**config.mk**
```make
export PLATFORM = sky130hd
export DESIGN_NAME = riscv_halt_detect
export DESIGN_NICKNAME = d
export VERILOG_FILES = /design/src/rtl/riscv_halt_detect.sv
export SDC_FILE = /design/constraint.sdc
export NUM_CORES = 1
export LEC_CHECK = 0
export ABC_AREA = 1
export ABC_CLOCK_PERIOD_IN_PS = 1300
export BUFFER_PORTS_ARGS = -buffer_cell sky130_fd_sc_hd__buf_2
export CORE_MARGIN = 4
export CORE_UTILIZATION = 40
export DETAILED_ROUTE_END_ITERATION = 6
export SYNTH_ARGS = -nofsm -noshare
export SYNTH_HDL_FRONTEND = slang
export SYNTH_SLANG_ARGS = --single-unit
```
**constraint.sdc**
```tcl
create_clock -name clk -period 1.3 [get_ports clk]
set_input_delay 0.195 -clock clk [delete_from_list [all_inputs] [get_ports clk]]
set_output_delay 0.195 -clock clk [all_outputs]
set_load 0.01 [all_outputs]
```
**src/rtl/riscv_halt_detect.sv**
```systemverilog
// ============================================================================
//  Module   : riscv_halt_detect
//  Purpose  : Run-phase watchdog: counts run cycles, detects a PC that has
//             stopped moving, and flags the cycle budget running out.
//  Revision : 1.0 - initial release
// ============================================================================
`default_nettype none

module riscv_halt_detect #(
    parameter int unsigned XLEN        = 32,
    parameter int unsigned HALT_STABLE = 4,
    parameter int unsigned MAX_CYCLES  = 50,
    parameter int unsigned CNT_W       = 16
) (
    input  logic             clk,
    input  logic             rst_n,
    input  logic             clear,
    input  logic             run,
    input  logic [XLEN-1:0]  pc,
    output logic             halt,
    output logic             timeout,
    output logic [CNT_W-1:0] cycle_count
);

    localparam int unsigned c_STB_W = $clog2(HALT_STABLE) + 1;

    logic [XLEN-1:0]    r_prev_pc;
    logic [c_STB_W-1:0] r_stable;
    logic [CNT_W-1:0]   r_cycles;
    logic               w_first;

    // The previous-PC register holds a stale value on the first run cycle.
    assign w_first = (r_cycles == '0);

    always_ff @(posedge clk or negedge rst_n) begin
        if (!rst_n) begin
            r_prev_pc <= '0;
            r_stable  <= '0;
            r_cycles  <= '0;
        end else if (clear) begin
            r_stable  <= '0;
            r_cycles  <= '0;
        end else if (run) begin
            r_cycles  <= r_cycles + 1'b1;
            r_prev_pc <= pc;
            if (w_first || (pc != r_prev_pc)) begin
                r_stable <= '0;
            end else if (!halt) begin
                r_stable <= r_stable + 1'b1;
            end
        end
    end

    assign halt        = run && (r_stable == c_STB_W'(HALT_STABLE - 1));
    assign timeout     = run && !halt && (r_cycles == CNT_W'(MAX_CYCLES - 1));
    assign cycle_count = r_cycles;

endmodule

`default_nettype wire

```
Word level (Yosys, flattened, before mapping)
Cells that the tools add are included.
{"block": "word_totals", "ff_bits": 51, "input_bits": 36, "output_inout_bits": 18, "wordCells": 25}
{"block": "op_classes", "addsub": 2, "eq_ne": 4, "mux": 6, "bitwise": 1, "n_reduce_logical": 9}
{"operator": "16-bit two-way mux", "count": 2}
{"operator": "32-bit != test", "count": 1}
{"operator": "16-bit by 1-bit adder with 16-bit output, second input constant", "count": 1}
{"operator": "16-bit by 6-bit == test with 1-bit output, second input constant", "count": 1}
{"operator": "16-bit zero test", "count": 1}
{"operator": "3-bit two-way mux", "count": 4}
{"operator": "2-bit AND reduction", "count": 2}
{"operator": "3-bit by 1-bit adder with 3-bit output, second input constant", "count": 1}
{"operator": "3-bit by 2-bit == test with 1-bit output, second input constant", "count": 1}
{"operator": "1-bit logical AND", "count": 3}
{"operator": "3-bit by 2-bit != test with 1-bit output, second input constant", "count": 1}
{"operator": "2-bit nonzero test", "count": 1}
{"operator": "1-bit zero test", "count": 1}
{"operator": "1-bit logical OR", "count": 1}
{"operator": "1-bit inverter", "count": 1}

Logic depth before layout (Yosys ltp)
Gate-level depths: netlist (run 1).
{"block": "logic_depth", "depth_word": 6, "depth_mapped": 12, "mapped_depth_nobuf": 12}

Worst setup path after synthesis (run 1)
Ideal clock, no wire load.
{"block": "synth_timing", "path_kind": "flip-flop to output port", "start": "register r_stable[0]", "end": "output port timeout", "arrival_ps": 1348, "required_time_ps": 1105, "slack_ps": -243, "path_stages_with_launch": 6, "path_buffers": 0, "cell_sequence": "dfrtp_1 > ha_1 > ha_1 > inv_1 > nand2_1 > nor4b_1"}
{"block": "synth_between", "elab_chain_len": 5}
{"element": "start: declaration", "line_no": "28", "rtl": "logic [c_STB_W-1:0] r_stable;"}
{"element": "start signal: assignment", "line_no": "49", "rtl": "r_stable <= r_stable + 1'b1;"}
{"element": "3-bit by 2-bit == test with 1-bit output", "line_no": "54", "rtl": "assign halt = run && (r_stable == c_STB_W'(HALT_STABLE - 1));"}
{"element": "1-bit logical AND", "line_no": "54"}
{"element": "1-bit zero test", "line_no": "55", "rtl": "assign timeout = run && !halt && (r_cycles == CNT_W'(MAX_CYCLES - 1));"}
{"element": "1-bit logical AND (2 in series)", "line_no": "55"}
{"element": "end: declaration", "line_no": "21", "rtl": "output logic timeout,"}
Every way passes these cells.

Final worst setup path (run 1)
{"block": "layout_timing", "start": "register r_stable[1]", "end": "output port timeout"}
The elaborated chain is that of the path after synthesis.

==> reports/results.txt, run 1 <==
status = complete, but fails checks
failing checks = negative setup slack
Area growth syn-to-layout = 33.3%
Synth area leaders = dfrtp_1, nand2_1, inv_1
io pins = 54
Synth Area in Compound Gates = 7.39%
CTS tree = done
CTS Buffer Depth = 2
post-DP HPWL = 5190 um
final count of pins violating max slew = 0
CP max FO = 2
Final Cycle Share = 139%
DRC Markers = 0
full die area = 0.00912 mm^2
total track usage = 16.2%
first-pass GRT wire length = 11,600 um
routed via count = 2,772
final setup fails = 17
Congestion Overflow GR = 0
CP Capture Type = output pin
Wirelength per Cell = 11.3 um
H-tree depth = 2
Seq/Total Area, Yosys = 41.7%
IO Port Bufs = 53
CP Data Arrival Time = 1620 ps
largest net degree at the start of global routing = 52
initial antenna violation count = 0
DRT Pass-1 Iters = 4
worst hold-check path type = in -> reg
final weighted congestion in routability-driven placement = 0.820
post-route setup slack = -510 ps
top_reg_cell synth = dfrtp_1
Num CTS Buffers = 5
Skew-Pair Late Insertion Delay = 300 ps
row count = 31
number of global-route vias before repair = 2,639
Routed WL = 6960 um
worst endpoint required time = 1110 ps
skew final = 7.86 ps
simple-gate share of the synthesized area = 29.8%
Avg Cell Area, Syn = 7.40 um^2
Leakage = 2.14 nW
critical path type = reg -> out
Routed Antenna Nets = 0
number of diodes = 0
clk slew on worst S/H paths = 90 ps
Multi-input gate area = 0.00169 mm^2
adder-cell share of the synthesized area = 2.04%
placed cell area = 0.00373 mm^2
Initial Utilization = 41.8%
routed vias/inst = 4.51
fin area = 0.00408 mm^2
max_cap viols = 0
share of layout cells above drive strength 1 = 34.8%
final net count = 555
Die Y-Extent = 95.5 um
Die X = 95.5 um
fillcell total = 693
critical path startpoint category = register
DR iter-0 viols = 77
Synth Area in XOR/XNOR = 4.58%
Final Hold Viols = 0
clock sink total = 51
Ys Warns = 0
Unique masters post-synth = 33
Post-synth EDFFs = 0
post-synth top area share = 41.7%
Synth Net Count = 455
Peak supply drop = 0.607 mV
synthesized area = 0.00306 mm^2
flip-flop and latch area = 0.00128 mm^2
main combinational cell family by area after synthesis = simple AND/OR/NAND/NOR gates
clk root buf = clkbuf_8
Async SR Flop Fraction = 100%
cell taking the most area after synthesis = dfrtp_1
cells after synthesis = 414
Rel. slew slack = 80.8%
multiplexer share of the synthesized area = 5.15%
register bit total from synthesis = 51
Max Freq = 552 MHz
post-route minimum period = 1810 ps
Tot Pwr = 3.57 mW
final core utilization = 55.7%
RSZ-0062 raised after global routing = yes
Core ar. = 0.00733 mm^2
Slew @ Worst Pin = 288 ps
power per cell area = 874 mW/mm^2
-- layer usage --
| layer | global-route usage (%) | vias to the layer above | wire length [um] |
|---|---|---|---|
| met5 | 0 | - | 0 |
| met4 | 3.91 | 0 | 59 |
| met3 | 3.39 | 5 | 255 |
| met2 | 27.0 | 38 | 3290 |
| met1 | 21.4 | 1246 | 3350 |
| li1 | - | 1483 | - |
-- synthesized netlist by cell type, types with 5 or more instances --
library cell	instances
nand2_1	145
inv_1	60
dfrtp_1	51
nor2_1	41
o21ai_0	26
xnor2_1	15
mux2_2	14
a21oi_1	8
nand3_1	7
nand4_1	7
ha_1	5
-- cell families (layout without fill, tap and decap cells) --
group                    count (synthesis)  after routing
multiplexers                            14             14
flip-flops                              51             51
adder cells (fa/ha/maj)                  5              5
AO/OA/AOI/OAI                           42             42
AND/OR/NAND/NOR                        215            215
XOR/XNOR                                16             16
buffers and inverters                   71            172
-- state kept, by name, summed over array words and instances (netlist names) --
name         flops
r_prev_pc       32
r_stable         3
cycle_count     16
-- report_power, final --
part	leakage (nW)	switching [mW]	internal (mW)
logic	1.45	0.439	0.385
registers	0.645	0.114	1.73
clock network	0.0422	0.522	0.380
-- cell usage in the layout, fill, tap and decap left out, drive strengths merged --
| cell type | n |
|---|---|
| nor4b | 1 |
| nor3 | 6 |
| nor3b | 1 |
| nand3 | 9 |
| xor2 | 1 |
| a21oi | 8 |
| o21ai | 29 |
| clkbuf | 7 |
| nand4 | 8 |
| clkinv | 2 |
| o211a | 1 |
| inv | 63 |
| nand2 | 146 |
| o21ba | 1 |
| dfrtp | 51 |
| o21bai | 1 |
| ha | 5 |
| mux2 | 14 |
| buf | 99 |
| nor2 | 44 |
| dlygate4sd3 | 1 |
| a31oi | 1 |
| a211oi | 1 |
| xnor2 | 15 |
-- path summary, 6_finish.rpt --
path                       depth (start not counted)            from         endpoint  slack (ps)
hold / removal                                     2          pc[13]    r_prev_pc[13]         150
hold reg to reg                                    2    r_prev_pc[4]     r_prev_pc[4]         520
setup reg to reg                                  11  cycle_count[1]  cycle_count[10]        -340
min in group asynchronous                          3           rst_n    r_prev_pc[14]         390
setup / recovery                                   6     r_stable[1]          timeout        -510
max in group asynchronous                          3           rst_n     r_prev_pc[1]         640
-- area by class of cell --
class,count,share of cell area (%)
multi-input cells,292,41.3
flip-flops and latches,51,31.4
clock inverters,1,0.123
well taps,99,3.03
repair buffers,100,16.3
clock buffers,7,1.87
inverters,64,5.95
-- critical path, cell delays in order, from the launching register on --
cell and delay [ps]:
dfrtp_1 400, ha_2 200, ha_4 160, inv_2 60
nand2_2 50, nor4b_4 270, buf_2 180
-- metrics by stage --
stage          std cells  worst slack, ps  hold WS [ps]  TNS, ps
4_1_cts              612             -500           136    -3610
3_5_place_dp         596             -271           212    -1890
3_3_place_gp         596             -256           216    -1380
2_1_floorplan        414             -173          -101     -477
6_report             614             -510           149    -3280
5_1_grt              614             -538           138    -4830
-- what timing repair did --
item | 4_1_cts | 5_1_grt
buffers inserted | 10 | 7
resized for setup | 22 | 37
hold buffers | 1 | 0
endpoints found under the setup margin | 15 | 18
pin swaps | 13 | 24
endpoints found under the hold margin | 51 | 0
No activity file was read; power rests on OpenSTA's default activity.
==> run 2, diff against run 1 <==
Settings changed: CORE_ASPECT_RATIO set to 0.8, SLEW_MARGIN set to 40.
==> run 2 against run 1 <==
  * The run still ends with negative setup slack left
  * Global-route usage increased by 0.36 points
  * Via count is 2.6% higher
  * Register-to-register slack about the same
  * Worst hold slack got worse by 16 ps
  * Setup slack gained 54 ps
  * Count of clock-buffer cells in the layout is 1 lower
  * Critical endpoint unchanged
  * Final area grew 2.9%
  * Non-clock buffer count increased by 6
  * Combinational power rose by 3.0%
  * Largest cell class unchanged
==> reports/results.txt, run 2 (synthesis results as in run 1) <==
clock sink total = 51 (unchanged)
reg2reg end = r_stable[0]
DRC Markers = 0 (unchanged)
Tot Pwr = 3.70 mW (+3.6%)
row count = 28 (-9.7%)
Die Y-Extent = 86.3 um (-9.7%)
post-route setup slack = -457 ps (+53.8 ps)
Max Freq = 569 MHz (+3.1%)
final core utilization = 56.6% (+0.88 points)
dpl ws = -240 ps (+31.8 ps)
DRT Pass-1 Iters = 4 (unchanged)
H-tree depth = 2 (unchanged)
Num CTS Buffers = 5 (unchanged)
status = complete, but fails checks
number of diodes = 0 (unchanged)
worst hold-check path type = in -> reg
critical path type = reg -> out
initial antenna violation count = 0 (unchanged)
HP Start = pc[9]
failing checks = negative setup slack
Core ar. = 0.00743 mm^2 (+1.3%)
Largest register FFs = 32 (unchanged)
max_cap viols = 0 (unchanged)
first-pass GRT wire length = 12,300 um (+6.5%)
Skew-Pair Late Insertion Delay = 310 ps (about the same)
Final Hold Viols = 0 (unchanged)
share of layout cells above drive strength 1 = 34.5% (-0.21 points)
Slew @ Worst Pin = 283 ps (-4.83 ps)
Worst Hold Slack = 134 ps (-15.8 ps)
clk root buf = clkbuf_8
final setup fails = 18 (+1)
CP Data Arrival Time = 1560 ps (-60 ps)
worst endpoint required time = 1110 ps (about the same)
CP max FO = 2 (unchanged)
largest net degree at the start of global routing = 52 (unchanged)
Fin Setup TNS = -3930 ps (-647 ps)
routed via count = 2,844 (+2.6%)
placed cell area = 0.00370 mm^2 (-0.60%)
final weighted congestion in routability-driven placement = 0.820 (about the same)
Rel. slew slack = 81.1% (+0.32 points)
placed cells = 598 (+0.34%)
Leakage = 2.22 nW (+3.5%)
Die X = 106 um (+11%)
Area growth syn-to-layout = 37.1%
Largest Register = r_prev_pc
skew final = 7.59 ps (-0.267 ps)
CP Capture Type = output pin
RSZ-0062 raised after global routing = yes
power per cell area = 880 mW/mm^2 (+0.72%)
IO Port Bufs = 53 (unchanged)
final net count = 561 (+1.1%)
Peak supply drop = 0.606 mV (-0.11%)
Reg-to-Reg Start = cycle_count[0]
Worst Reg-to-Reg Cells = 13 (+2)
Routed WL = 7330 um (+5.3%)
most common cell after layout, fill and taps aside = nand2_1
final count of pins violating max slew = 0 (unchanged)
io pins = 54 (unchanged)
fin area = 0.00420 mm^2 (+2.9%)
critical path startpoint category = register
total track usage = 16.5% (+0.36 points)
CTS Buffer Depth = 2 (unchanged)
Initial Utilization = 41.2% (-0.54 points)
most frequent cells in the layout = nand2_1, inv_1, buf_2
DR iter-0 viols = 75 (-2.6%)
post-route minimum period = 1760 ps (-53.8 ps)
CTS tree = done
FF-to-FF setup slack = -330 ps (about the same)
Wirelength per Cell = 11.7 um (+3.3%)
number of global-route vias before repair = 2,739 (+3.8%)
clk slew on worst S/H paths = 100 ps (about the same)
final std cells w/o fill = 626 (+2.0%)
Congestion Overflow GR = 0 (unchanged)
Hold Path End = r_prev_pc[9]
Final Cycle Share = 135% (-4.1 points)
post-DP HPWL = 5230 um (+0.77%)
routed vias/inst = 4.54 (+0.63%)
Routed Antenna Nets = 0 (unchanged)
WHS Path Cells = 2 (unchanged)
full die area = 0.00913 mm^2 (about the same)
==> run 2: cell types whose count changed in the layout (fill, tap and decap cells not counted), moves of 4 or more <==
cell	before	now
inv_1	52	57
nor2_2	8	4
buf_6	4	15
inv_2	10	6
buf_4	42	37
nand2_2	12	6
nand2_1	133	138
==> run 2: routing by layer <==
layer,GRT usage (%),routed length [um],vias up,share of wire (%)
li1,-,-,1494,-
met1,20.9,3430,1289,47
met3,3.80,341,10,4.7
met5,0,0,-,0
met2,29.2,3470,51,47
met4,3.41,80,0,1.1
==> run 2: where the power goes <==
part           internal (mW)  switching, mW
clock network          0.437          0.570
logic                  0.413          0.437
registers               1.73          0.114
total                   2.58           1.12
==> run 2: critical path: stages, from the launching register on <==
cell and delay (ps):
dfrtp_1 400, ha_2 200, ha_4 160, inv_2 50, nand2_2 40, nor4b_2 220
buf_2 170
==> run 2: how the worst max path moves through the flow <==
stage                               from              end  slack (ps)
final                        r_stable[1]          timeout        -460
after global routing      cycle_count[0]      r_stable[1]        -510
after CTS                    r_stable[1]          timeout        -500
after detailed placement  cycle_count[0]  cycle_count[10]        -240
after global placement       r_stable[0]          timeout        -220
after floorplan           cycle_count[1]  cycle_count[10]        -170
==> run 2: cell type report <==
class,instances,area [um^2]
tap,105,131
clock buffer,6,82.6
clock inverter,2,13.8
fill,699,3230
inverter,64,241
timing repair buffer,106,752
multi-input combinational,292,1700
sequential,51,1280
==> run 2: repair_timing <==
| action | CTS | global route |
|---|---|---|
| gates resized for setup | 37 | 25 |
| buffers inserted | 17 | 6 |
| endpoints found under the hold margin | 51 | 0 |
| hold buffers | 1 | 0 |
| endpoints found under the setup margin | 15 | 20 |
| pin swaps | 23 | 12 |
==> run 3, diff against run 2 <==
Settings changed: CTS_BUF_LIST set to sky130_fd_sc_hd__clkbuf_4.
==> run 3 against run 2 <==
  * Critical path depth unchanged
  * Critical endpoint unchanged
  * Sequential share of layout area grew 0.90 points
  * Highest routed layer unchanged
  * Combinational power decreased by 4.5%
  * Sequential power hardly changed
  * Wire length down 1.6%
  * Clock skew rose by 4.4 ps
  * Global-route usage is 0.29 points lower
  * Flip-flop and latch count did not move
  * The flow still finishes with violations (negative setup slack)
==> reports/results.txt, run 3 (synthesis results as in run 1) <==
worst endpoint required time = 1110 ps (about the same)
Routed WL = 7210 um (-1.6%)
final net count = 554 (-1.2%)
Congestion Overflow GR = 0 (unchanged)
status = complete, but fails checks
failing checks = negative setup slack
number of global-route vias before repair = 2,662 (-2.8%)
clk slew on worst S/H paths = 160 ps (+60 ps)
CP Data Arrival Time = 1720 ps (+160 ps)
Worst Hold Slack = 53.6 ps (-79.9 ps)
RSZ-0062 raised after global routing = yes
Die X = 106 um (unchanged)
CP max FO = 2 (unchanged)
Area growth syn-to-layout = 33.2%
skew final = 12.0 ps (+4.36 ps)
uppermost layer routed = met4
fin area = 0.00408 mm^2 (-2.9%)
post-route setup slack = -617 ps (-161 ps)
post-route minimum period = 1920 ps (+161 ps)
Num CTS Buffers = 5 (unchanged)
CTS tree = done
most frequent cells in the layout = nand2_1, inv_1, dfrtp_1, buf_2, nor2_1
placed cell area = 0.00370 mm^2 (unchanged)
most common cell after layout, fill and taps aside = nand2_1
DRT Pass-1 Iters = 4 (unchanged)
first-pass GRT wire length = 12,000 um (-2.2%)
Die Y-Extent = 86.3 um (unchanged)
CP Capture Type = output pin
met2 WL = 3430 um (-1.4%)
clock sink total = 51 (unchanged)
Wirelength per Cell = 11.7 um (-0.47%)
Peak supply drop = 0.541 mV (-11%)
final count of pins violating max slew = 0 (unchanged)
Slew @ Worst Pin = 283 ps (+0.420 ps)
initial antenna violation count = 0 (unchanged)
Final Cycle Share = 147% (+12 points)
Rel. slew slack = 81.1% (about the same)
IO Port Bufs = 53 (unchanged)
total track usage = 16.2% (-0.29 points)
delay-heaviest family, CP = flip-flops
worst hold-check path type = in -> reg
CTS Buffer Depth = 2 (unchanged)
Final Hold Viols = 0 (unchanged)
critical path type = reg -> out
DR iter-0 viols = 79 (+5.3%)
Initial Utilization = 41.2% (unchanged)
row count = 28 (unchanged)
Leakage = 2.12 nW (-4.1%)
full die area = 0.00913 mm^2 (unchanged)
routed vias/inst = 4.55 (+0.14%)
DRC Markers = 0 (unchanged)
number of diodes = 0 (unchanged)
final weighted congestion in routability-driven placement = 0.820 (unchanged)
Core ar. = 0.00743 mm^2 (unchanged)
met3 wire length = 366 um (+7.3%)
M1 WL = 3350 um (-2.4%)
power per cell area = 834 mW/mm^2 (-5.2%)
io pins = 54 (unchanged)
Largest Register = r_prev_pc
routed via count = 2,816 (-0.98%)
post-DP HPWL = 5230 um (unchanged)
Largest register FFs = 32 (unchanged)
critical path startpoint category = register
largest net degree at the start of global routing = 52 (unchanged)
clk root buf = clkbuf_4
H-tree depth = 2 (unchanged)
Critical-path top delay cell = dfrtp_1
Routed Antenna Nets = 0 (unchanged)
worst path bufs/invs = 2 (unchanged)
Max Freq = 522 MHz (-8.4%)
share of layout cells above drive strength 1 = 31.9% (-2.6 points)
crit-path cells = ha_2, ha_4, inv_2, nand2_2, nor4b_2, buf_2
CP peak stage delay = 410 ps (about the same)
Skew-Pair Late Insertion Delay = 380 ps (+70 ps)
max_cap viols = 0 (unchanged)
final setup fails = 19 (+1)
==> run 3: cell count changes in the layout (fill, tap and decap cells not counted), moves of 4 or more <==
cell	before	now
xnor2_2	5	0
buf_6	15	21
buf_4	37	28
xnor2_1	10	15
clkbuf_4	0	5
buf_2	51	47
clkbuf_8	6	0
==> run 3: repair_timing <==
action                                 in CTS  in global routing
pin swaps                                  21                  5
endpoints found under the hold margin      51                  0
setup endpoints to repair                  16                 25
setup buffers                               8                  9
resized for setup                          32                 27
cloned                                      0                  0
hold buffers                                1                  0
==> run 3: layout make-up <==
cell class,count,area [um^2]
Fill cell,714,3350
Multi-Input combinational cell,292,1640
Sequential cell,51,1280
Timing Repair Buffer,99,732
Inverter,64,241
Tap cell,105,131
Clock buffer,5,37.5
Clock inverter,3,17.5
==> run 3: worst paths after layout <==
kind | start | endpoint | slack (ps) | cells past startpoint
worst min register to register | r_stable[2] | r_stable[2] | 510 | 2
max in group asynchronous | rst_n | cycle_count[2] | 740 | 3
worst max-delay path | r_stable[1] | timeout | -620 | 6
min in group asynchronous | rst_n | r_stable[2] | 320 | 3
worst max register to register | cycle_count[1] | cycle_count[10] | -380 | 12
worst min-delay path | pc[9] | r_prev_pc[9] | 50 | 2
==> run 3: through the flow <==
| stage | instances | utilization (%) | setup TNS (ps) | power (mW) | setup WS [ps] |
|---|---|---|---|---|---|
| 6_report | 619 | 54.9 | -4080 | 3.40 | -617 |
| 2_1_floorplan | 414 | - | -477 | 2.34 | -173 |
| 3_5_place_dp | 598 | 49.9 | -1910 | 2.63 | -240 |
| 3_3_place_gp | 598 | 49.9 | -1410 | 2.60 | -221 |
| 5_1_grt | 619 | 54.9 | -6280 | 3.65 | -641 |
| 4_1_cts | 614 | 52.9 | -3510 | 3.42 | -598 |
==> run 3: metal layers <==
metal  up-vias  GRT usage (%)
met5         -              0
met4         0           3.53
met3         7           3.95
met2        53           27.8
met1      1271           21.0
li1       1485              -
==> run 3: power breakdown <==
group	leakage (nW)	total (mW)	internal [mW]	switching (mW)
combinational	1.45	0.811	0.383	0.428
sequential	0.645	1.83	1.73	0.104
clock	0.0330	0.761	0.211	0.550
